**src/rtl/spi_wb_host_pkg.sv**
```systemverilog
// Shared constants, byte-FSM state type and frame byte mux for the spiwishbone host.
package spi_wb_host_pkg;

    localparam logic [7:0]  CMD_READ  = 8'hA1;
    localparam logic [7:0]  CMD_WRITE = 8'hA2;
    localparam logic [15:0] LEN_WORD  = 16'h0004;

    localparam int IDX_CMD  = 0;
    localparam int IDX_ADR0 = 1;
    localparam int IDX_LEN0 = 5;
    localparam int IDX_DATA = 7;

    typedef enum logic [2:0] {
        BS_IDLE,
        BS_CS_SETUP,
        BS_SHIFT_LO,
        BS_SHIFT_HI,
        BS_CS_HOLD,
        BS_GAP
    } byte_state_e;

    // Address goes out big-endian, write data little-endian, everything past the header is 0x00 on reads.
    function automatic logic [7:0] frame_byte(input logic [3:0] idx, input logic we,
                                              input logic [31:0] adr, input logic [31:0] wdata);
        int i;
        i = int'(idx);
        frame_byte = 8'h00;
        if (i == IDX_CMD)
            frame_byte = we ? CMD_WRITE : CMD_READ;
        else if (i >= IDX_ADR0 && i < IDX_LEN0)
            frame_byte = adr[8*(IDX_LEN0-1-i) +: 8];
        else if (i == IDX_LEN0)
            frame_byte = LEN_WORD[15:8];
        else if (i == IDX_LEN0 + 1)
            frame_byte = LEN_WORD[7:0];
        else if (we && i >= IDX_DATA && i < IDX_DATA + 4)
            frame_byte = wdata[8*(i-IDX_DATA) +: 8];
    endfunction

endpackage

```
**src/rtl/spi_wb_host_if.sv**
```systemverilog
// Local command/response port of the SPI host.
interface spi_wb_host_if;
    logic        cmd_valid;
    logic        cmd_ready;
    logic        cmd_we;
    logic [31:0] cmd_adr;
    logic [31:0] cmd_wdata;
    logic        rsp_valid;
    logic        rsp_we;
    logic [31:0] rdata;
    logic        busy;

    modport master (
        output cmd_valid, cmd_we, cmd_adr, cmd_wdata,
        input  cmd_ready, rsp_valid, rsp_we, rdata, busy
    );

    modport slave (
        input  cmd_valid, cmd_we, cmd_adr, cmd_wdata,
        output cmd_ready, rsp_valid, rsp_we, rdata, busy
    );
endinterface

```
**src/rtl/spi_byte_shifter.sv**
```systemverilog
// Mode-3 MSB-first single-byte shifter; frames each byte with its own CS-low window and gap.
module spi_byte_shifter
    import spi_wb_host_pkg::*;
#(
    parameter int CLK_DIV  = 4,
    parameter int BYTE_GAP = 4
) (
    input  logic       i_clk,
    input  logic       i_reset,
    input  logic       i_start,
    input  logic [7:0] i_tx_byte,
    input  logic       i_miso,
    output logic [7:0] o_rx_byte,
    output logic       o_done,
    output logic       o_sclk,
    output logic       o_cs,
    output logic       o_mosi
);
    localparam int CNT_MAX = (CLK_DIV > BYTE_GAP) ? CLK_DIV : BYTE_GAP;
    localparam int CNT_W   = $clog2(CNT_MAX + 1);

    byte_state_e      state_q, state_d;
    logic [CNT_W-1:0] cnt_q, cnt_d;
    logic [2:0]       bit_q, bit_d;
    logic [7:0]       tx_q, tx_d, rx_q, rx_d;
    logic             sclk_q, sclk_d, cs_q, cs_d, mosi_q, mosi_d;
    logic             hdiv_end, gap_end;

    assign hdiv_end = (cnt_q == CNT_W'(CLK_DIV - 1));
    assign gap_end  = (cnt_q == CNT_W'(BYTE_GAP - 1));

    always_comb begin
        state_d = state_q;
        cnt_d   = cnt_q + 1'b1;
        bit_d   = bit_q;
        tx_d    = tx_q;
        rx_d    = rx_q;
        sclk_d  = sclk_q;
        cs_d    = cs_q;
        mosi_d  = mosi_q;
        o_done  = 1'b0;
        case (state_q)
            BS_IDLE: begin
                cnt_d = '0;
                if (i_start) begin
                    state_d = BS_CS_SETUP;
                    cs_d    = 1'b0;
                    tx_d    = i_tx_byte;
                end
            end
            BS_CS_SETUP: if (hdiv_end) begin
                cnt_d   = '0;
                state_d = BS_SHIFT_LO;
                sclk_d  = 1'b0;
                mosi_d  = tx_q[7];
                bit_d   = '0;
            end
            // MISO is captured on the same clock that raises SCLK.
            BS_SHIFT_LO: if (hdiv_end) begin
                cnt_d   = '0;
                state_d = BS_SHIFT_HI;
                sclk_d  = 1'b1;
                rx_d    = {rx_q[6:0], i_miso};
            end
            BS_SHIFT_HI: if (hdiv_end) begin
                cnt_d = '0;
                if (bit_q == 3'd7) begin
                    state_d = BS_CS_HOLD;
                end else begin
                    state_d = BS_SHIFT_LO;
                    sclk_d  = 1'b0;
                    tx_d    = {tx_q[6:0], 1'b0};
                    mosi_d  = tx_q[6];
                    bit_d   = bit_q + 3'd1;
                end
            end
            BS_CS_HOLD: if (hdiv_end) begin
                cnt_d   = '0;
                state_d = BS_GAP;
                cs_d    = 1'b1;
                mosi_d  = 1'b0;
            end
            // Chaining straight into the next byte keeps CS high for exactly BYTE_GAP cycles.
            BS_GAP: if (gap_end) begin
                o_done = 1'b1;
                cnt_d  = '0;
                if (i_start) begin
                    state_d = BS_CS_SETUP;
                    cs_d    = 1'b0;
                    tx_d    = i_tx_byte;
                end else begin
                    state_d = BS_IDLE;
                end
            end
            default: state_d = BS_IDLE;
        endcase
    end

    always_ff @(posedge i_clk) begin
        if (i_reset) begin
            state_q <= BS_IDLE;
            cnt_q   <= '0;
            bit_q   <= '0;
            tx_q    <= '0;
            rx_q    <= '0;
            sclk_q  <= 1'b1;
            cs_q    <= 1'b1;
            mosi_q  <= 1'b0;
        end else begin
            state_q <= state_d;
            cnt_q   <= cnt_d;
            bit_q   <= bit_d;
            tx_q    <= tx_d;
            rx_q    <= rx_d;
            sclk_q  <= sclk_d;
            cs_q    <= cs_d;
            mosi_q  <= mosi_d;
        end
    end

    assign o_rx_byte = rx_q;
    assign o_sclk    = sclk_q;
    assign o_cs      = cs_q;
    assign o_mosi    = mosi_q;
endmodule

```
**src/rtl/spi_wb_host.sv**
```systemverilog
// SPI host for the spiwishbone bridge: sequences one 32-bit read/write frame byte by byte.
module spi_wb_host
    import spi_wb_host_pkg::*;
#(
    parameter int CLK_DIV  = 4,
    parameter int BYTE_GAP = 4,
    parameter int RD_LEAD  = 2,
    parameter int WR_TAIL  = 1
) (
    input  logic          i_clk,
    input  logic          i_reset,
    spi_wb_host_if.slave  cmd,
    output logic          o_spi_clk,
    output logic          o_spi_cs,
    output logic          o_spi_mosi,
    input  logic          i_spi_miso
);
    localparam int RD_LAST = IDX_DATA + RD_LEAD + 3;
    localparam int WR_LAST = IDX_DATA + 3 + WR_TAIL;

    if (RD_LEAD + 11 > 15 || WR_TAIL + 11 > 15) begin : g_len_chk
        $error("spi_wb_host: frame does not fit the 4-bit byte index");
    end
    if (CLK_DIV < 2 || BYTE_GAP < 1) begin : g_div_chk
        $error("spi_wb_host: CLK_DIV must be >= 2 and BYTE_GAP >= 1");
    end

    logic        busy_q, busy_d, rsp_q, rsp_d, kick_q, kick_d, we_q, we_d;
    logic [3:0]  idx_q, idx_d;
    logic [31:0] adr_q, adr_d, wdata_q, wdata_d, acc_q, acc_d, rdata_q, rdata_d;
    logic        accept, last_byte, start, done;
    logic [3:0]  sel_idx;
    logic [7:0]  tx_byte, rx_byte;

    assign cmd.cmd_ready = ~busy_q & ~rsp_q;
    assign accept        = cmd.cmd_valid & cmd.cmd_ready;
    assign last_byte     = (idx_q == (we_q ? 4'(WR_LAST) : 4'(RD_LAST)));
    assign start         = kick_q | (done & ~last_byte);
    // The shifter loads the next byte in the same cycle it reports done.
    assign sel_idx       = kick_q ? idx_q : idx_q + 4'd1;
    assign tx_byte       = frame_byte(sel_idx, we_q, adr_q, wdata_q);

    always_comb begin
        busy_d  = busy_q;
        rsp_d   = 1'b0;
        kick_d  = 1'b0;
        we_d    = we_q;
        idx_d   = idx_q;
        adr_d   = adr_q;
        wdata_d = wdata_q;
        acc_d   = acc_q;
        rdata_d = rdata_q;
        if (accept) begin
            busy_d  = 1'b1;
            kick_d  = 1'b1;
            we_d    = cmd.cmd_we;
            adr_d   = cmd.cmd_adr;
            wdata_d = cmd.cmd_wdata;
            idx_d   = '0;
        end
        if (done) begin
            idx_d = idx_q + 4'd1;
            // Right-shift in each received byte so the first data byte ends up in [7:0].
            acc_d = {rx_byte, acc_q[31:8]};
            if (last_byte) begin
                busy_d = 1'b0;
                rsp_d  = 1'b1;
                if (!we_q) rdata_d = {rx_byte, acc_q[31:8]};
            end
        end
    end

    always_ff @(posedge i_clk) begin
        if (i_reset) begin
            busy_q  <= 1'b0;
            rsp_q   <= 1'b0;
            kick_q  <= 1'b0;
            we_q    <= 1'b0;
            idx_q   <= '0;
            adr_q   <= '0;
            wdata_q <= '0;
            acc_q   <= '0;
            rdata_q <= '0;
        end else begin
            busy_q  <= busy_d;
            rsp_q   <= rsp_d;
            kick_q  <= kick_d;
            we_q    <= we_d;
            idx_q   <= idx_d;
            adr_q   <= adr_d;
            wdata_q <= wdata_d;
            acc_q   <= acc_d;
            rdata_q <= rdata_d;
        end
    end

    assign cmd.busy      = busy_q;
    assign cmd.rsp_valid = rsp_q;
    assign cmd.rsp_we    = we_q;
    assign cmd.rdata     = rdata_q;

    spi_byte_shifter #(
        .CLK_DIV  (CLK_DIV),
        .BYTE_GAP (BYTE_GAP)
    ) u_shifter (
        .i_clk     (i_clk),
        .i_reset   (i_reset),
        .i_start   (start),
        .i_tx_byte (tx_byte),
        .i_miso    (i_spi_miso),
        .o_rx_byte (rx_byte),
        .o_done    (done),
        .o_sclk    (o_spi_clk),
        .o_cs      (o_spi_cs),
        .o_mosi    (o_spi_mosi)
    );
endmodule

```
**src/flat_wrapper.sv**
```systemverilog
// flat-port wrapper written by rule: the top's interface ports become plain ports
module spi_wb_host_flat import spi_wb_host_pkg::*;
#(
    parameter int CLK_DIV  = 4,
    parameter int BYTE_GAP = 4,
    parameter int RD_LEAD  = 2,
    parameter int WR_TAIL  = 1
)
  (i_clk, i_reset, o_spi_clk, o_spi_cs, o_spi_mosi, i_spi_miso, cmd_cmd_valid, cmd_cmd_we, cmd_cmd_adr, cmd_cmd_wdata, cmd_cmd_ready, cmd_rsp_valid, cmd_rsp_we, cmd_rdata, cmd_busy);
  spi_wb_host_if cmd_i ();
  input  logic i_clk;
  input  logic i_reset;
  output logic o_spi_clk;
  output logic o_spi_cs;
  output logic o_spi_mosi;
  input  logic i_spi_miso;
  input wire logic [$bits(cmd_i.cmd_valid)-1:0] cmd_cmd_valid;
  input wire logic [$bits(cmd_i.cmd_we)-1:0] cmd_cmd_we;
  input wire logic [$bits(cmd_i.cmd_adr)-1:0] cmd_cmd_adr;
  input wire logic [$bits(cmd_i.cmd_wdata)-1:0] cmd_cmd_wdata;
  output wire logic [$bits(cmd_i.cmd_ready)-1:0] cmd_cmd_ready;
  output wire logic [$bits(cmd_i.rsp_valid)-1:0] cmd_rsp_valid;
  output wire logic [$bits(cmd_i.rsp_we)-1:0] cmd_rsp_we;
  output wire logic [$bits(cmd_i.rdata)-1:0] cmd_rdata;
  output wire logic [$bits(cmd_i.busy)-1:0] cmd_busy;
  assign cmd_i.cmd_valid = cmd_cmd_valid;
  assign cmd_i.cmd_we = cmd_cmd_we;
  assign cmd_i.cmd_adr = cmd_cmd_adr;
  assign cmd_i.cmd_wdata = cmd_cmd_wdata;
  assign cmd_cmd_ready = cmd_i.cmd_ready;
  assign cmd_rsp_valid = cmd_i.rsp_valid;
  assign cmd_rsp_we = cmd_i.rsp_we;
  assign cmd_rdata = cmd_i.rdata;
  assign cmd_busy = cmd_i.busy;
  spi_wb_host #(.CLK_DIV(CLK_DIV), .BYTE_GAP(BYTE_GAP), .RD_LEAD(RD_LEAD), .WR_TAIL(WR_TAIL)) u_core (.i_clk(i_clk), .i_reset(i_reset), .cmd(cmd_i), .o_spi_clk(o_spi_clk), .o_spi_cs(o_spi_cs), .o_spi_mosi(o_spi_mosi), .i_spi_miso(i_spi_miso));
endmodule
```
**config.mk**
```make
export PLATFORM = sky130hd
export DESIGN_NAME = spi_wb_host_flat
export DESIGN_NICKNAME = d
export VERILOG_FILES = /design/src/rtl/spi_wb_host_pkg.sv /design/src/rtl/spi_wb_host_if.sv /design/src/rtl/spi_byte_shifter.sv /design/src/rtl/spi_wb_host.sv /design/src/flat_wrapper.sv
export SDC_FILE = /design/constraint.sdc
export NUM_CORES = 1
export LEC_CHECK = 0
export ABC_AREA = 1
export BUFFER_PORTS_ARGS = -buffer_cell sky130_fd_sc_hd__buf_2
export CORE_UTILIZATION = 36
export DETAILED_ROUTE_END_ITERATION = 6
export RECOVER_POWER = 100
export SLEW_MARGIN = 10
export SYNTH_ARGS = -nofsm -noshare
export SYNTH_HDL_FRONTEND = slang
export SYNTH_HIERARCHICAL = 1
export SYNTH_SLANG_ARGS = --single-unit
```
**constraint.sdc**
```tcl
create_clock -name i_clk -period 2.7 [get_ports i_clk]
set_clock_uncertainty 0.2 [all_clocks]
set_input_delay 0.135 -clock i_clk [delete_from_list [all_inputs] [get_ports i_clk]]
set_output_delay 0.135 -clock i_clk [all_outputs]
set_load 0.05 [all_outputs]
```
-- Word level (Yosys, flattened, before mapping)
Cells that the tools add are included.
- register bits after elaboration: 164
- input bits: 69
- output and inout port bits: 39
- word-level logic and storage cells: 124
- $add $sub $neg: 5
- order comparisons: 4
- equal/unequal tests: 17
- shift-type cells: 2
- muxes and demuxes: 49
- bitwise logic cells: 9
- reduce and logical (&&, ||, !) cells: 21
- operators by type and width (cell ; number):
    8-bit 2-to-1 mux ; 9
    32-bit by 32-bit indexed part select with 8-bit output ; 2
    3-bit 2-to-1 mux ; 12
    8-bit case mux with 3 select lines ; 1
    3-bit case mux with 6 select lines ; 1
    1-bit 2-to-1 mux ; 17
    4-bit 2-to-1 mux ; 3
    2-bit != test, second input constant ; 6
    3-bit case mux with 2 select lines ; 2
    3-bit nonzero test ; 4
    5-bit AND reduction ; 2
    3-bit by 2-bit == test with 1-bit output, second input constant ; 3
    3-bit == test, second input constant ; 3
    1-bit case mux with 3 select lines ; 3
    4-bit == test, second input constant ; 2
    4-bit AND reduction ; 2
    3-bit by 1-bit adder with 3-bit output, second input constant ; 2
    3-bit AND reduction ; 2
    6-bit AND reduction ; 1
    1-bit NOT ; 5
    5-bit OR reduction ; 1
    3-bit by 4-bit subtractor with 5-bit output, first input constant ; 1
    4-bit by 3-bit subtractor with 5-bit output, second input constant ; 1
    4-bit by 1-bit adder with 4-bit output, second input constant ; 1
    16 further kinds ; 21

-- Logic depth before layout (Yosys ltp)
Gate-level depths: netlist of the first run.
- depth after elaboration: 13
- depth in mapped cells: 22
- depth with buffers taken out: 20

-- Cells and area by module
Netlist of the first run, hierarchy kept.
- by module, submodules not included (module ; instances ; cells an instance ; area each (sq um) ; seq. area each (sq um)):
    spi_wb_host ; 1 ; 776 ; 5506.5 ; 2562.5
    spi_byte_shifter ; 1 ; 207 ; 1442.6 ; 560.5

-- Worst setup path after synthesis of the first run
No wires, ideal clock.
- path type: reg2reg
- from: register u_core.idx_q[0]
- to: register u_core.u_shifter.tx_q[1]
- library setup time: 0.064 ns
- arrival time: 2.439 ns
- data required time: 2.436 ns
- path slack: -0.003 ns
- stages on the path, launching flop included: 21
- path buffers: 3
- clock period less this slack: 2.703 ns
- cells stage by stage: dfxtp_1 inv_2 nand2_1 nand2_1 buf_2 buf_4 ha_1 inv_1 clkbuf_1 o21ai_0 o22ai_1 nand2_1 nor2_1 nand3_1 nand3_1 nand2_1 nand2_1 inv_1 nand3_1 nand2_1 nor2_1
- longest elaborated chain between the ends: 13
- elaborated cells between the ends (all ways): 28
- classes of those cells: add/sub (3); order compare (4); eq/ne (3); shift (2); mux (9); bitwise (3); reduce/logical (4)
- ends and longest elaborated chain (element ; line ; RTL):
    from (decl) ; spi_wb_host.sv:29 ; logic [3:0] idx_q, idx_d;
    from (signal assigned) ; spi_wb_host.sv:89 ; idx_q <= idx_d;
    4-bit by 1-bit adder with 4-bit output ; spi_wb_host.sv:40 ; assign sel_idx = kick_q ? idx_q : idx_q + 4'd1;
    4-bit 2-to-1 mux * ; spi_wb_host.sv:40 ;
    parallel branches: the longest is 7 deep, another holds 4-bit by 3-bit subtractor with 5-bit output ; n/a ;
    8-bit 2-to-1 mux * ; spi_wb_host_pkg.sv:28 ; if (i == IDX_CMD)
    via u_core.tx_byte[1] ; spi_wb_host.sv:33 ; logic [7:0] tx_byte, rx_byte;
    8-bit 2-to-1 mux * ; spi_byte_shifter.sv:45, spi_byte_shifter.sv:87 ;
    8-bit 2-to-1 mux ; spi_byte_shifter.sv:84 ; BS_GAP: if (gap_end) begin
    8-bit case mux with 3 select lines * ; spi_byte_shifter.sv:42 ; case (state_q)
    to (signal assigned) ; spi_byte_shifter.sv:113 ; tx_q <= tx_d;
    to (decl) ; spi_byte_shifter.sv:25 ; logic [7:0] tx_q, tx_d, rx_q, rx_d;
Mark *: on every way through the listed nets, which the timed path passes. The select of a mux whose other input is x is not followed.
A chain may end at the register's enable or synchronous reset.

-- Worst setup path after layout of the first run
- from: register u_core.u_shifter.cnt_q[0]
- to: register u_core.rdata_q[12], in the netlist u_core/cmd.rdata[12]
- longest elaborated chain between the ends: 4
- ends and longest elaborated chain (element ; line ; RTL):
    from (decl) ; spi_byte_shifter.sv:23 ; logic [CNT_W-1:0] cnt_q, cnt_d;
    from (signal assigned) ; spi_byte_shifter.sv:111 ; cnt_q <= cnt_d;
    3-bit by 2-bit == test with 1-bit output ; spi_byte_shifter.sv:30 ; assign gap_end = (cnt_q == CNT_W'(BYTE_GAP - 1));
    1-bit 2-to-1 mux ; spi_byte_shifter.sv:84 ;
    1-bit 2-to-1 mux ; spi_byte_shifter.sv:42 ;
    via u_core.done ; spi_wb_host.sv:31 ; logic accept, last_byte, start, done;
    3-bit AND reduction (no line) ; n/a ;
    to (signal assigned) ; spi_wb_host.sv:93 ; rdata_q <= rdata_d;
    to (decl) ; spi_wb_host.sv:30 ; logic [31:0] adr_q, adr_d, wdata_q, wdata_d, acc_q, acc_d, rdata_q, rdata_d;
The timed path passes the listed nets, and every way through them passes these cells.

==> impl.org, run 1 <==
** STA
- Setup repair after global routing missed its margin :: no
- At the pin with the least slew margin, the transition time is 1.16 ns.
- Max-slew violation count :: 0
- Maximum clock frequency :: 401 MHz
- Post-route fraction of the period consumed by the critical path :: 92.4%
- Hold is met by 0.235 ns.
- Min Tclk post-route :: 2.50 ns
- Hold Vio Cnt, Final :: 0
- The worst pin sits at a relative slew slack of 22.3%.
- Setup ws final :: 0.205 ns
- Adding up every negative setup slack in the final design gives 0 ns.
- Number of setup violations in the final report :: 0

** Routing
- The count of nets left with antenna violations once routing finished came out at 0.
- Drt wl/cell :: 12.5 um
- In this run, the number of DRC markers left after iteration 0 of detailed routing was 399.
- Total vias in the final route :: 6737
- First-pass detailed-route iteration total :: 5
- Total detailed-routing wirelength :: 17700 um
- After detailed routing, the number of remaining DRC violations is 0.
- Number of vias per cell after detailed routing :: 4.74

** Synthesis
- Sorting the synthesized cells by how often they occur yields sky130_fd_sc_hd__nor2_1 (257), sky130_fd_sc_hd__o21ai_0 (160), sky130_fd_sc_hd__dfxtp_1 (156).
- In this run, synthesis inferred 0 flip-flops with an integrated enable.
- When the netlist entered floorplanning its net count stood at 1063.
- In this run, distinct cell masters in the synthesized netlist total 37.
- Simple-gate share of the synthesized area :: 26.8%
- Synth warnings :: 6
- Fraction of synthesized area in multiplexers :: 0%
- Synthesis-stage register bit count :: 156
- Synth async-reset ratio :: 0%
- Post-Synth Adder-Cell Area :: 1.98%
- Synth Cell Area :: 0.00695 mm2
- Leading area contributor after synthesis :: sky130_fd_sc_hd__dfxtp_1
- A synthesized cell averages 7.07 um2.
- Synthesized-area fraction occupied by ao, oa, aoi and oai cells :: 17.9%
- After synthesis, flip-flops and latches occupy 44.9% of the total area.
- Most area-consuming cells after synthesis :: sky130_fd_sc_hd__dfxtp_1 (45%), sky130_fd_sc_hd__nor2_1 (14%), sky130_fd_sc_hd__o21ai_0 (12%), sky130_fd_sc_hd__nand2_1 (6.4%), sky130_fd_sc_hd__inv_1 (3.7%)
- Counting every instance in the synthesized netlist gives 983.
- Fraction of post-synthesis cell area in the top cell type by area :: 44.9%
- Fraction of synthesized cell area in xor and xnor cells :: 0.126%
- Main combinational cell family by area after synthesis :: simple AND/OR/NAND/NOR gates
- Count leader, synth :: sky130_fd_sc_hd__nor2_1
- Top_reg_cell synth :: sky130_fd_sc_hd__dfxtp_1

** CTS
- Worst skew pair latency :: 0.43 ns
- The cell sitting at the root of the clock tree is a sky130_fd_sc_hd__clkbuf_16.
- TritonCTS built the clock tree.
- Max H-tree Level :: 4
- Total CTS buffers :: 17
- No sink is reached through more buffers than the 2 on the longest clock path.
- The clock drives 156 sinks.
- After clock tree synthesis, the clock-pin slew on the worst setup and hold paths is 0.06 ns.

** Die
- Top-level port count :: 108
- Die Area :: 0.0199 mm2
- Measured along the x axis, the die boundary spans 141 um.
- After floorplanning, the core was divided into 50 placement rows.
- Die Ht :: 141 um
- For this configuration, the core starts out at a cell density of 36.9%.
- The core region is 0.0188 mm2.

** Finish
- Final #Nets :: 1227
- The post-route netlist has 15.1% of its cells at a drive strength greater than 1.
- Relative to the synthesized area, the layout overhead comes to 31.4%.
- The number of antenna diodes in the final layout is 0.
- Fill cell count :: 1887
- Excluding fillers, the count of instances in the completed layout stands at 1420.

** Placed design
- OpenSTA, run right after detailed placement, puts the worst setup slack at 0.0431 ns.
- After detailed placement, the design holds a cell count of 1316.
- Final GP Congestion :: 0.855
- Input and output buffers added on the ports amount to 107.
- Half-perimeter wire length after placement :: 11400 um

** Worst setup path
- Setup CP Type :: register to register
- STA puts the critical path data arrival time at 2.60 ns.
- Worst EP required :: 2.81 ns
- Top fanout value on the critical path :: 64
- Ordered list of cells on the worst path :: ha_1 > ha_1 > inv_2 > nor2_1 > buf_4 > nand3_2 > buf_6 > o21ai_0 > a21oi_1
- Kind of launch point of the worst setup path :: register
- Critical Path Max Stage Delay :: 0.34 ns
- STA classifies the critical path endpoint as a register.
- Crit-path slowest cell :: sky130_fd_sc_hd__buf_4
- Most numerous cell on the critical path :: sky130_fd_sc_hd__ha_1

** Power and ir drop
- Summed over all nets, the switching power comes to 1430 uW.
- Internal cell power :: 4340 uW
- Static leakage :: 0.00396 uW
- The share of total power dissipated in the clock network is 45.6%.
- Share of total power consumed by net switching :: 24.7%
- Dividing total power by cell area gives a power density of 631 mW/mm2.
- Part of the total power dissipated in combinational logic :: 11.7%
- Power consumption :: 5760 uW
- Portion of total power attributed to sequential cells :: 42.7%
- VDD sags by at most 475 uV.

** Global route
- The first global-routing pass estimated 29600 um of wire.
- The number of global-route vias before repair was 6300.
- Gr ovfl total :: 0
- For this run, the total global-route usage over all layers was measured as 18.6%.
- Entering global routing, the biggest net connects 123 pins.
- Number of antenna violations at the first check in global routing :: 0

** Worst hold path
- Worst hold-check path type :: register to register

** Run
- Across the run, the number of max-cap violations was 0.

** Run status
- The run finished with clean final reports.
area by class of cell:
type	instances	area, um2	share of cell area (%)
well taps	260	325	3.56
clock buffers	18	429	4.70
clock inverters	14	216	2.37
repair buffers	199	1380	15.1
flip-flops and latches	156	3130	34.2
inverters	79	322	3.52
multi-input cells	694	3330	36.5
per-layer routing:
layer	GRT usage [%]	part of all wire, %	vias to the layer above	routed length [um]
li1	-	-	3513	-
met1	24.5	48	3073	8560
met2	30.2	46	128	8220
met3	4.08	3.7	23	658
met4	6.18	1.5	0	272
met5	0	0	-	0
state kept, by name, summed over array words and instances (netlist names), 3 cells and up:
| signal | count |
|---|---|
| u_core/u_shifter/state_q | 3 |
| u_core/acc_q | 24 |
| u_core/u_shifter/o_rx_byte | 8 |
| u_core/cmd.rdata | 32 |
| u_core/wdata_q | 32 |
| u_core/adr_q | 32 |
| u_core/u_shifter/bit_q | 3 |
| u_core/u_shifter/tx_q | 8 |
| u_core/u_shifter/cnt_q | 3 |
| u_core/idx_q | 4 |
path summary, 6_finish.rpt:
| path | slack, ns | to | startpoint | cells after the start |
|---|---|---|---|---|
| hold reg to reg | 0.24 | u_core/u_shifter/cnt_q[0]$_SDFF_PP0_ | u_core/u_shifter/cnt_q[0]$_SDFF_PP0_ | 1 |
| setup reg to reg | 0.20 | u_core/cmd.rdata[12]$_SDFFE_PP0P_ | u_core/u_shifter/cnt_q[0]$_SDFF_PP0_ | 9 |
| hold / removal | 0.24 | u_core/u_shifter/cnt_q[0]$_SDFF_PP0_ | u_core/u_shifter/cnt_q[0]$_SDFF_PP0_ | 1 |
| setup / recovery | 0.20 | u_core/cmd.rdata[12]$_SDFFE_PP0P_ | u_core/u_shifter/cnt_q[0]$_SDFF_PP0_ | 9 |
what timing repair did:
item	4_1_cts	5_1_grt
endpoints found under the hold margin	78	0
hold buffers	68	0
setup endpoints to repair	0	8
setup buffers	0	4
gates resized for setup	0	35
cell usage in the layout, fill, tap and decap left out, types with 17 or more instances in the layout:
cell type / Yosys / layout
sky130_fd_sc_hd__nand3_1: 35 / 34
sky130_fd_sc_hd__nand2_1: 118 / 115
sky130_fd_sc_hd__dlygate4sd3_1: 0 / 68
sky130_fd_sc_hd__clkbuf_16: 0 / 17
sky130_fd_sc_hd__o21ai_0: 160 / 159
sky130_fd_sc_hd__a21oi_1: 49 / 48
sky130_fd_sc_hd__inv_1: 68 / 65
sky130_fd_sc_hd__buf_2: 4 / 67
sky130_fd_sc_hd__clkbuf_1: 40 / 42
sky130_fd_sc_hd__dfxtp_1: 156 / 153
sky130_fd_sc_hd__nor2_1: 257 / 254
kinds of logic after synthesis:
group / Yosys count
flip-flops: 156
buffers and inverters: 133
XOR/XNOR: 1
AND/OR/NAND/NOR: 444
AO/OA/AOI/OAI: 238
adder cells (fa/ha/maj): 11
per-stage QoR:
step / util [%] / instance area [um2]
global placement: 41.0 / 7720
CTS: 48.0 / 9050
global route: 48.5 / 9130
finish: 48.5 / 9130
floorplan: - / 6950
detailed placement: 41.0 / 7720
power groups by stage:
stage               registers (uW)  logic [uW]  clock network [uW]
finish                        2460         675                2630
global route                  2470         766                2770
CTS                           2460         653                2680
detailed placement            2510         577                   0
global placement              2510         570                   0
floorplan                     2500         413                   0
critical path: cells and delay by family, from the launching register on:
kind / cells / cell delay [ns]
AOI/OAI and AO/OA: 2 / 0.37
adders and majority gates: 2 / 0.49
buffers and inverters: 3 / 0.63
DFF: 1 / 0.33
and+or+nand+nor: 2 / 0.32
(Power assumes the default switching activity.)
==> inputs of run 2 (changes only) <==
- SYNTH_HIERARCHICAL: 1 -> default
==> run 2 against run 1 <==
Compared with the run above:
- sequential share of layout area is 1.2 points higher
- register-to-register slack gained 0.05 ns
- synthesized area is 0.70% lower
- combinational power fell by 10%
- power fell by 5.0%
- cell area fell by 3.6%
- worst setup slack improved by 0.049 ns
- die area is 0.69% lower
- maximum frequency grew 2.0%
- sequential power is essentially flat
- largest cell class unchanged
==> impl.org, run 2 <==
** Routing
- In this run the remaining antenna-violating nets after routing total 0.
- After detailed routing, the average wire length per cell comes to 12.7 um.
- In the routed layout, each cell is associated on average with a via count of 4.75.
- Total detailed-routing wirelength :: 17400 um
- Detailed routing inserted a total of 6495 vias.
- Remaining DRCs :: 0
- Before antenna repair, the detailed router went through 6 iterations.
- For this block, the initial DRC count from the detailed router was 474.

** Synthesis
- Synthesis inferred 156 register bits.
- Mapped Nets :: 1042
- Post-synth cell types :: 38
- Ranked by total cell area, the synthesized netlist is headed by sky130_fd_sc_hd__dfxtp_1 (45%), sky130_fd_sc_hd__nor2_1 (12%), sky130_fd_sc_hd__o21ai_0 (8.9%), sky130_fd_sc_hd__a21oi_1 (6.0%), sky130_fd_sc_hd__nand2_1 (5.2%).
- Top_reg_cell synth :: sky130_fd_sc_hd__dfxtp_1
- Among all cell types in the netlist, the one instantiated most often is sky130_fd_sc_hd__nor2_1.
- Synthesized-area fraction occupied by ao, oa, aoi and oai cells :: 20.7%
- By count the netlist is led by sky130_fd_sc_hd__nor2_1 (223), sky130_fd_sc_hd__dfxtp_1 (156), sky130_fd_sc_hd__o21ai_0 (123).
- Synthesis produced 963 cells.
- Synth Cell Area :: 0.00690 mm2
- Fraction of synthesized cell area in xor and xnor cells :: 0.236%
- Main combinational cell family by area after synthesis :: simple AND/OR/NAND/NOR gates
- Synth async-reset ratio :: 0%
- Sequential-to-total area share from yosys stat :: 45.3%
- Summing the areas of all and, or, nand and nor instances in the mapped netlist gives 23.0% of the synthesized area.
- Of the total synthesized cell area, the portion taken by full adders, half adders and majority gates is 1.81%.
- Number of enable-type register cells in the synthesized netlist :: 0
- In this run the mean area of a mapped cell was 7.17 um2.
- Synth warnings :: 0
- Summed over its instances, the top area cell type makes up 45.3% of the synthesized netlist area.
- Summed over all instances, the cell type with the most area after synthesis is sky130_fd_sc_hd__dfxtp_1.
- Multiplexer cells account for 0% of the synthesized area.

** Finish
- Of the cells placed in the final design, the portion with a size suffix greater than 1 is 13.6%.
- Most frequent standard cell in the layout excluding fill and tap cells :: sky130_fd_sc_hd__nor2_1
- Final #Nets :: 1198
- Commonest cells after routing, fill and taps aside :: sky130_fd_sc_hd__nor2_1 (224), sky130_fd_sc_hd__dfxtp_1 (156), sky130_fd_sc_hd__o21ai_0 (151), sky130_fd_sc_hd__nand2_1 (94), sky130_fd_sc_hd__a21oi_1 (84)
- Number of antenna repair diodes :: 0
- Syn-to-layout area delta :: 27.5%

** STA
- Setup slack closes at 0.254 ns.
- Hold Vio Cnt, Final :: 0
- Max-slew violation count :: 0
- Setup repair after global routing left no endpoint under its margin.
- Headroom to the max-slew limit came out at 21.3%.
- At the pin with the least slew margin, the transition time is 1.18 ns.
- Static timing analysis puts the maximum clock frequency at 409 MHz.
- Min Tclk post-route :: 2.45 ns
- Number of setup violations in the final report :: 0
- Summed over all failing endpoints, the final setup total negative slack is 0 ns.
- Post-route fraction of the period consumed by the critical path :: 90.6%

** Power and ir drop
- In this run the static leakage power is 0.00374 uW.
- For this design the ratio of total power to cell area is 622 mW/mm2.
- Summing internal, switching and leakage power gives 5470 uW.
- Worst voltage drop across the vdd grid :: 384 uV

** Placed design
- I/O Buffers :: 107
- Half-perimeter wire length after placement :: 11600 um
- Pre-CTS setup slack :: 0.275 ns
- At the end of routability-driven placement, the weighted congestion stood at 0.829.

** Worst setup path
- Worst Path Buf+Inv :: 1
- Top fanout value on the critical path :: 11
- Worst reg2reg path startpoint :: u_core.idx_q[0]$_SDFFE_PP0P_
- STA classifies the critical path endpoint as a register.
- In this design, the stage delay of the slowest critical-path cell is 0.40 ns.
- CP Data Arrival Time :: 2.60 ns
- Setup CP Type :: register to register
- Crit-path slowest cell :: sky130_fd_sc_hd__ha_2
- Crit path max-delay family :: adder cells
- Critical path startpoint :: u_core.idx_q[0]$_SDFFE_PP0P_
- Worst EP required :: 2.85 ns
- Most numerous cell on the critical path :: sky130_fd_sc_hd__nand2_1
- The critical path goes through ha_1 > nand2_1 > o21ai_2 > ha_2 > clkbuf_2 > o21ai_0 > o22ai_1 > nand2_1 > nor2_1 > nor2_1 > nand2_1 > nand2_1 > a21oi_1.
- The worst setup path is launched from a register.

** CTS
- Total CTS buffers :: 17
- The tree is rooted in a sky130_fd_sc_hd__clkbuf_16.
- Clock edge transition at the registers on the reported setup and hold paths :: 0.06 ns
- CTS built an H-tree with a depth of 4.
- Number of buffers on the longest clock path :: 2
- CTS tree :: built
- Worst skew pair latency :: 0.43 ns
- The clock net in this run drives a total of 156 sinks.
- Buffers added to address setup during post-CTS repair amount to 0.

** Die
- Top-level port count :: 108
- After floorplanning, the core was sized to cover 0.0188 mm2.
- Once the floorplan was initialized, standard cells occupied 36.8% of the core.
- Die Area :: 0.0197 mm2
- Die Ht :: 140 um
- The floorplan has 50 rows.
- From left edge to right edge, the die measures 140 um.

** Global route
- Maximum number of pins on one net before global-route repair :: 77
- Global-route wire length before repair :: 29000 um
- The number of global-route vias before repair was 5974.
- In the global route stage, overall resource usage came out at 18.3%.
- Summed over all layers, the global routing overflow is 0.
- The initial antenna violation count is 0.

** Run status
- The run finished with clean final reports.

** Run
- Number of max-cap violations :: 0

** Worst hold path
- Startpoint of the lowest-slack hold path :: u_core.u_shifter.cnt_q[0]$_SDFF_PP0_
- Worst hold-check path type :: register to register
-- run 2: changes by cell type after synthesis, sizes merged, moves of 3 or more --
cell    change
o22ai       -6
inv         +9
nand3      -10
clkbuf      -7
a21oi      +33
nand2      -30
buf         +9
o21ai      +15
o211ai      -3
or2         +3
nor2       -31
-- run 2: per-stage QoR --
stage                     util (%)  instances  hold WS [ns]  instance area (um2)
after global routing          46.9       1366         0.249                 8800
after floorplan                  -        963       0.00407                 6900
after detailed placement      40.6       1267         0.193                 7620
after global placement        40.6       1267         0.186                 7620
final                         46.9       1366         0.221                 8800
after CTS                     47.4       1366         0.133                 8890
-- run 2: repair_timing --
action | in CTS | in global routing
gates resized for setup | 0 | 1
hold buffers | 67 | 0
endpoints found under the setup margin | 0 | 2
hold endpoints to repair | 78 | 0
-- run 2: worst paths after layout --
kind	endpoint	slack [ns]	cells past startpoint
worst max register to register	u_core.u_shifter.tx_q[5]$_SDFFE_PP0P_	0.25	13
worst min register to register	u_core.u_shifter.cnt_q[0]$_SDFF_PP0_	0.22	1
worst min-delay path	u_core.u_shifter.cnt_q[0]$_SDFF_PP0_	0.22	1
worst max-delay path	u_core.u_shifter.tx_q[5]$_SDFFE_PP0P_	0.25	13
-- run 2: where the power goes --
group,total [uW],switching (uW),internal [uW]
Clock,2410,1090,1320
Sequential,2460,59.4,2400
Combinational,606,350,256
Total,5470,1500,3980
-- run 2: logic make-up after synthesis --
group / Yosys count
AO/OA/AOI/OAI: 276
XOR/XNOR: 1
adder cells (fa/ha/maj): 10
buffers and inverters: 143
flip-flops: 156
AND/OR/NAND/NOR: 377
-- run 2: area by class of cell --
type,instances,area (um2)
Clock buffer,17,425
Timing Repair Buffer,193,1310
Clock inverter,15,174
Multi-Input combinational cell,664,3140
Inverter,87,333
Fill cell,1920,9970
Tap cell,234,293
Sequential cell,156,3120
-- run 2: worst reg2reg max path: cells and delay by family (launching register included) --
family,cells,cell delay (ns)
buffers and inverters,1,0.24
flip-flops,1,0.32
AND/OR/NAND/NOR,6,0.43
adder cells (fa/ha/maj),2,0.72
AO/OA/AOI/OAI,4,0.47
-- run 2: layer usage --
layer / GRT usage, % / routed length [um]
met1: 24.6 / 8700
met2: 28.8 / 7840
met3: 3.59 / 594
met4: 6.94 / 257
met5: 0 / 0
